`config.mk`:
```
export PLATFORM = sky130hd
export DESIGN_NAME = ff_sig_capture
export DESIGN_NICKNAME = d
export VERILOG_FILES = /design/src/rtl/ff_sig_capture.sv
export SDC_FILE = /design/constraint.sdc
export NUM_CORES = 1
export LEC_CHECK = 0
export ABC_CLOCK_PERIOD_IN_PS = 3300
export BUFFER_PORTS_ARGS = -buffer_cell sky130_fd_sc_hd__buf_2
export CELL_PAD_IN_SITES_DETAIL_PLACEMENT = 1
export CELL_PAD_IN_SITES_GLOBAL_PLACEMENT = 2
export CORE_MARGIN = 4
export CORE_UTILIZATION = 25
export DETAILED_ROUTE_END_ITERATION = 12
export PLACE_DENSITY_LB_ADDON = 0.08
export SLEW_MARGIN = 10
export SYNTH_ARGS = -nofsm -noshare
export SYNTH_HDL_FRONTEND = slang
export SYNTH_SLANG_ARGS = --single-unit
```
`constraint.sdc`:
```
create_clock -name C -period 3.3 [get_ports C]
set_clock_uncertainty 0.15 [all_clocks]
set_input_delay 0.33 -clock C [delete_from_list [all_inputs] [get_ports C]]
set_output_delay 0.33 -clock C [all_outputs]
set_load 0.02 [all_outputs]
```
`src/rtl/ff_sig_capture.sv`:
```
// Flop-bank signature capture: folds a 72-bit response into a 32-bit MISR
// over a fixed window. Define FF_SIG_TOGCOV_EN to add per-bit toggle coverage.
module ff_sig_capture #(
  parameter int          CYCLES = 64,
  parameter logic [31:0] POLY   = 32'h04C11DB7,
  parameter logic [31:0] SEED   = 32'hFFFFFFFF
) (
  input  logic        C,
  input  logic        R,
  input  logic        START,
  input  logic [71:0] Q_IN,
  output logic [31:0] SIG,
  output logic [7:0]  CNT,
  output logic        BUSY,
  output logic        DONE,
  output logic [71:0] TOG
);

  typedef enum logic [1:0] {
    S_IDLE,
    S_RUN,
    S_DONE
  } state_t;

  localparam logic [7:0] LAST = 8'(CYCLES - 1);

  state_t      state;
  state_t      nxt;
  logic        start_win;
  logic        step;
  logic [31:0] fold;
  logic [31:0] misr_nxt;

  assign fold = Q_IN[31:0] ^ Q_IN[63:32]
              ^ {24'b0, Q_IN[71:64]};

  assign misr_nxt = {SIG[30:0], 1'b0}
                  ^ (SIG[31] ? POLY : 32'b0)
                  ^ fold;

  // Next-state decode; START is only honoured outside RUN.
  always_comb begin
    nxt       = state;
    start_win = 1'b0;
    step      = 1'b0;
    unique case (state)
      S_IDLE, S_DONE: begin
        if (START) begin
          nxt       = S_RUN;
          start_win = 1'b1;
        end
      end
      S_RUN: begin
        step = 1'b1;
        if (CNT == LAST)
          nxt = S_DONE;
      end
      default: nxt = S_IDLE;
    endcase
  end

  // State register with registered status flags.
  always_ff @(posedge C) begin
    if (R) begin
      state <= S_IDLE;
      BUSY  <= 1'b0;
      DONE  <= 1'b0;
    end else begin
      state <= nxt;
      BUSY  <= (nxt == S_RUN);
      DONE  <= (nxt == S_DONE);
    end
  end

  // MISR and sample counter; both frozen outside RUN.
  always_ff @(posedge C) begin
    if (R) begin
      SIG <= 32'b0;
      CNT <= 8'b0;
    end else if (start_win) begin
      SIG <= SEED;
      CNT <= 8'b0;
    end else if (step) begin
      SIG <= misr_nxt;
      CNT <= CNT + 8'd1;
    end
  end

`ifdef FF_SIG_TOGCOV_EN
  logic [71:0] prev;

  // Toggle accumulation, starting from the second sample of a window.
  always_ff @(posedge C) begin
    if (R) begin
      prev <= 72'b0;
      TOG  <= 72'b0;
    end else if (start_win) begin
      TOG <= 72'b0;
    end else if (step) begin
      prev <= Q_IN;
      if (CNT != 8'd0)
        TOG <= TOG | (Q_IN ^ prev);
    end
  end
`else
  assign TOG = 72'b0;
`endif

endmodule

```
==> key figures, run 1 <==
Cells and area
  – Fin nets: slightly above 500
  – Final core occ: between 30% and 40%
  – Antenna Diode Count: 0
  – Layout area overhead: 20.0%
  – Non-Filler Instances: 574
  – Share of cells above drive strength 1: 29.7%

Timing
  – Worst hold margin: between 0.2 and 0.25 ns
  – Worst slew pin tran: roughly 0.9 ns
  – FMAX: roughly 520 MHz
  – Final Setup Violations: 0
  – Fin crit share: roughly three fifths
  – Worst slew margin: a little over 40%
  – Fin Setup TNS: 0 ns
  – Unrepaired setup endpoints after global routing: no
  – Hold Vio Cnt, Final: 0
  – Min Tclk post-route: just under 2 ns
  – Pins Over Slew Limit: 0
  – Setup WS post-layout: between 1 and 1.5 ns

Logic synthesis
  – Top-count cell post-synth: buf_4
  – Top_reg_cell synth: dfxtp_1
  – Synth Cell Area: between 2000 and 3000 µm²
  – Commonest cells post-synth: buf_4, dfxtp_1, xor2_1, xnor2_1
  – Synth Warn #: 0
  – Yosys reg bits: 44
  – Syn avg cell area: slightly above 9 µm²
  – Top-area cell type share of the netlist area: between 20% and 30%
  – Post-synth top area cell: dfxtp_1
  – Register area share after synthesis: roughly 30%
  – Yosys cell types: 27
  – Async set-reset flop share out of synthesis: 0%
  – Synth area leaders: dfxtp_1, buf_4, xor2_1
  – EDFF count, synth: 0
  – Post-Syn Instances: roughly 320

Power and ir drop
  – LEAKAGE: ~1.7 nW
  – Combinational Power Share: 33.5%
  – PD cells: 487 nW/µm²
  – Sw Share: about a third
  – VDD IR max: between 150 and 200 µV
  – Clock share of power: between 20 and 30%
  – Cell Int Power: approximately 0.0011 W
  – Sw power: approximately 0.0006 W
  – Reg power frac: 37.5%

Setup path
  – R2R Setup Slk: about 1.4 ns
  – Worst Path Class, Setup: reg2out
  – FF-to-FF path depth: 4
  – FF-to-FF Start: state[0]$_SDFF_PP0_
  – CP startpoint kind: register
  – Critical Path RT: around 2.8 ns
  – Arr. time, crit path: approximately 1.5 ns
  – Max FO, Critical Path: 11
  – Critical path launch point: SIG[31]$_SDFFE_PP0P_
  – R2R Path End: SIG[8]$_SDFFE_PP0P_
  – Crit end category: output port
  – Worst setup path end: SIG[31]

Floorplanning
  – Vert. Die Dim: between 100 and 150 µm
  – Num rows: 39
  – Initial Utilization: roughly 26%
  – Die area: about 14000 µm²
  – Die width: between 100 and 150 µm
  – Ports: between 150 and 200
  – Core footprint: around 11000 µm²

Placed design
  – Dpl ws: around 1.4 ns
  – Post-DP HPWL: around 5.8 mm
  – Placed Cells: roughly 570
  – Global placement routability congestion: approximately 0.66
  – Port Buffer Count: approximately 120

Clocking
  – CTS tree: done
  – Clock transition at the registers of the reported paths: about 0.06 ns
  – Clk root buf: clkbuf_16
  – Clk_lat worst skew: roughly 0.28 ns
  – CTS hold repair buffers: 0
  – Setup bufs post-CTS: 0
  – H-tree lvl count: 2
  – Post-CTS sizing: 0
  – TritonCTS buffer count: 5
  – Sink Count: 44
  – Longest Clk Path Bufs: 2

Route
  – Post-route ant nets: 0
  – Final WL: ~7.5 mm
  – DR vias: 2286
  – Drt initial violations: 73
  – WL/cell: between 10 and 15 µm
  – # DRC: 0
  – DRT Pass-1 Iters: 4
  – Via/cell ratio: ~4

Global routing
  – Total track usage: a little over a tenth
  – Largest net degree at the start of global routing: 43
  – Grt ovf: 0
  – Vias in the first global route: between 2000 and 2500
  – First-pass GRT wire length: roughly 11 mm
  – Initial antenna violation count: 0

Hold path
  – Hold crit path type: in2reg
  – Hold depth: 4

Outcome
  – Outcome: finished, final reports clean

Job
  – Max-cap violations: 0
how the worst min path moves through the flow:
stage / startpoint / to / slack (ns)
floorplan: state[1]$_SDFF_PP0_ / DONE$_SDFF_PP0_ / 0.32
global placement: CNT[1]$_SDFFE_PP0N_ / CNT[1]$_SDFFE_PP0N_ / 0.35
detailed placement: CNT[1]$_SDFFE_PP0N_ / CNT[1]$_SDFFE_PP0N_ / 0.36
CTS: START / DONE$_SDFF_PP0_ / 0.21
global route: START / DONE$_SDFF_PP0_ / 0.24
finish: START / DONE$_SDFF_PP0_ / 0.21
placed cells by master, fill, tap and decap left out, drive strengths merged, types with 4 or more instances in the layout:
| master | count |
|---|---|
| clkbuf | 8 |
| nor3 | 32 |
| conb | 72 |
| xnor2 | 38 |
| xor2 | 39 |
| a211oi | 32 |
| nor2 | 4 |
| dfxtp | 44 |
| or4 | 4 |
| xnor3 | 5 |
| a21oi | 10 |
| nand2 | 5 |
| buf | 119 |
| o31ai | 4 |
metal layers:
metal,track usage [%],up-vias,wire [µm]
met5,0,-,0
li1,-,1168,-
met2,16.9,91,3510
met1,13.7,1025,3240
met3,3.26,2,710
met4,2.06,0,30
cell type report:
class                   instances  area (µm²)
flip-flops and latches         44         881
multi-input cells             258        1710
fillers                      1369        7930
clock buffers                   8         146
well taps                     143         179
repair buffers                119         616
inverters                       2        7.51
worst max-delay path: stages, from the launching register on:
cell and delay (ns):
dfxtp_1 0.68, buf_4 0.29, buf_2 0.20
logic make-up after synthesis:
family / after synthesis / synth area share [%]
XOR/XNOR: 82 / 26.7
other: 1 / 0.127
flip-flops: 44 / 29.9
AO/OA/AOI/OAI: 48 / 11.3
buffers and inverters: 93 / 21.7
adder cells (fa/ha/maj): 1 / 0.424
AND/OR/NAND/NOR: 55 / 9.81
power by group through the flow:
stage               Clock [W]  Sequential [W]  Combinational (W)
floorplan                   0        0.000710           0.000434
global placement            0        0.000659           0.000580
detailed placement          0        0.000661           0.000585
CTS                  0.000526        0.000650           0.000587
global route         0.000551        0.000658           0.000636
finish               0.000500        0.000646           0.000577
sequential cells by signal, indices dropped and copies added, names as in the netlist:
signal / flops
DONE: 1
BUSY: 1
state: 2
SIG: 32
CNT: 8
through the flow:
stage | instance area [µm²] | total power, W
floorplan | 3210 | 0.00114
global placement | 3390 | 0.00124
detailed placement | 3390 | 0.00125
CTS | 3540 | 0.00176
global route | 3540 | 0.00184
finish | 3540 | 0.00172
No activity file was read; power rests on OpenSTA's default activity.
==> run 2, diff against run 1 <==
--- a/config.mk
+++ b/config.mk
@@ -5,12 +5,12 @@
 export SDC_FILE = /design/constraint.sdc
 export NUM_CORES = 1
 export LEC_CHECK = 0
-export ABC_CLOCK_PERIOD_IN_PS = 3300
+export ABC_CLOCK_PERIOD_IN_PS = 1650
 export BUFFER_PORTS_ARGS = -buffer_cell sky130_fd_sc_hd__buf_2
 export CELL_PAD_IN_SITES_DETAIL_PLACEMENT = 1
 export CELL_PAD_IN_SITES_GLOBAL_PLACEMENT = 2
 export CORE_MARGIN = 4
-export CORE_UTILIZATION = 25
+export CORE_UTILIZATION = 21
 export DETAILED_ROUTE_END_ITERATION = 12
 export PLACE_DENSITY_LB_ADDON = 0.08
 export SLEW_MARGIN = 10
==> constraint.sdc (replaced) <==
create_clock -name C -period 1.65 [get_ports C]
set_clock_uncertainty 0.15 [all_clocks]
set_input_delay 0.165 -clock C [delete_from_list [all_inputs] [get_ports C]]
set_output_delay 0.165 -clock C [all_outputs]
set_load 0.02 [all_outputs]
==> run 2 against run 1 <==
Die area rose by 18%. Wire length rose by 4.9%. Setup slack got worse by 1.2 ns. Worst hold slack worse by 0.16 ns. Clock power grew 92%. Combinational power up 100%. First-iteration DRC count is 41% lower. Cell area grew 3.6%. Critical endpoint is now DONE$_SDFF_PP0_. Largest cell class unchanged.
==> key figures, run 2 (synthesis gave the netlist of run 1 again) <==
Cells and area
  – Share of cells above drive strength 1: between 30% and 40%
  – Commonest non-fill, non-tap cells in the layout: buf_2, conb_1, dfxtp_1
  – Most common cell after layout, fill and taps aside: buf_2
  – Largest Register: SIG
  – Non-Filler Instances: slightly above 600
  – Layout area overhead: 24.3%
  – Number of flip-flops in the largest register: 32
  – Antenna Diode Count: 0
  – Fin nets: between 500 and 600
  – Biggest regs: SIG x32, CNT x8, state x2

Floorplanning
  – Die area: 16000 µm²
  – Core footprint: between 10000 and 15000 µm²
  – Die width: 126 µm
  – Ports: roughly 190
  – Num rows: 43
  – Initial Utilization: a little over a fifth
  – Vert. Die Dim: 126 µm

Power and ir drop
  – Reg power frac: roughly 38%
  – PD cells: around 940 nW/µm²
  – Cell Int Power: between 0.002 and 0.0025 W
  – LEAKAGE: 1.70 nW
  – VDD IR max: 328 µV
  – Sw Share: a little over a third
  – Clock share of power: ~28%
  – Sw power: about 0.0012 W
  – Combinational Power Share: between 30% and 40%

Placed design
  – Post-DP HPWL: 6.36 mm
  – Global placement routability congestion: between 0.6 and 0.7
  – Placed Cells: 613
  – Port Buffer Count: around 120

Route
  – Post-route ant nets: 0
  – DRT Pass-1 Iters: 4
  – DR vias: 2397
  – WL/cell: between 10 and 15 µm
  – Drt initial violations: 43
  – Final WL: between 7 and 8 mm
  – # DRC: 0
  – Via/cell ratio: around 3.9

Setup path
  – Crit end category: register
  – Max FO, Critical Path: 7
  – Arr. time, crit path: 1.60 ns
  – Critical Path RT: between 1.5 and 2 ns
  – CP startpoint kind: register
  – Worst Path Class, Setup: reg2reg

Clocking
  – Setup bufs post-CTS: 0
  – H-tree lvl count: 2
  – CTS tree: done
  – Clk_lat worst skew: 0.28 ns
  – Longest Clk Path Bufs: 2
  – TritonCTS buffer count: 5
  – Clock transition at the registers of the reported paths: 0.06 ns
  – Clk root buf: clkbuf_16
  – Sink Count: 44

Job
  – Max-cap violations: 0

Outcome
  – Outcome: finished, final reports clean

Timing
  – Worst hold margin: 0.0520 ns
  – Fin crit share: 92.9%
  – Pins Over Slew Limit: 0
  – Hold Vio Cnt, Final: 0
  – Min Tclk post-route: approximately 1.5 ns
  – Fin Setup TNS: 0 ns
  – FMAX: 653 MHz
  – Final Setup Violations: 0
  – Unrepaired setup endpoints after global routing: no

Global routing
  – First-pass GRT wire length: between 10 and 15 mm
  – Grt ovf: 0
  – Total track usage: a little under a tenth
  – Largest net degree at the start of global routing: just under 50
  – Initial antenna violation count: 1
  – Vias in the first global route: approximately 2500

Hold path
  – Hold crit path type: in2reg
run 2: changes by cell type in the layout (fill, tap and decap cells not counted), sizes merged:
cell	previous run	this run
buf	119	129
clkbuf	8	6
clkinv	0	1
run 2: metal layers:
layer,part of all wire [%],global-route usage (%),up-vias
met3,8.2,3.45,7
li1,-,-,1186
met2,49,16.3,97
met1,42,11.3,1105
met4,0.92,2.46,2
met5,0.17,0,-
run 2: worst max-delay path, stage by stage (launching register included):
cell and delay [ns]:
dfxtp_1 0.36, nand2b_2 0.25, or4b_1 0.56, a21oi_1 0.14
run 2: repair_timing:
| item | 4_1_cts | 5_1_grt |
|---|---|---|
| resized for setup | 1 | 5 |
| endpoints found under the setup margin | 1 | 6 |
| hold buffers | 0 | 0 |
| hold endpoints to repair | 0 | 0 |
run 2: worst paths after layout:
check	start	to	slack (ns)	cells after the start
worst max-delay path	state[1]$_SDFF_PP0_	DONE$_SDFF_PP0_	0.12	3
worst min-delay path	START	state[1]$_SDFF_PP0_	0.05	4
worst max register to register	state[1]$_SDFF_PP0_	DONE$_SDFF_PP0_	0.12	3
worst min register to register	CNT[1]$_SDFFE_PP0N_	CNT[1]$_SDFFE_PP0N_	0.34	2
run 2: stage by stage:
| step | worst slack (ns) | cell area, µm² | util (%) | total power, W |
|---|---|---|---|---|
| finish | 0.118 | 3660 | 26.5 | 0.00343 |
| global route | 0.0326 | 3660 | 26.5 | 0.00366 |
| CTS | 0.0346 | 3650 | 26.4 | 0.00352 |
| detailed placement | 0.00806 | 3510 | 25.4 | 0.00252 |
| global placement | 0.0775 | 3510 | 25.4 | 0.00251 |
| floorplan | 0.0378 | 3210 | - | 0.00229 |
run 2: cell type report:
class / count / area, µm²
Clock buffer: 6 / 129
Multi-Input combinational cell: 258 / 1720
Clock inverter: 1 / 5.00
Fill cell: 1650 / 10200
Timing Repair Buffer: 129 / 691
Tap cell: 180 / 225
Inverter: 2 / 7.51
Sequential cell: 44 / 883
run 2: power groups by stage:
stage	Combinational, W	Clock [W]	Sequential [W]
detailed placement	0.00121	0	0.00132
finish	0.00118	0.000960	0.00129
global placement	0.00119	0	0.00131
floorplan	0.000867	0	0.00142
global route	0.00130	0.00105	0.00131
CTS	0.00121	0.00102	0.00129
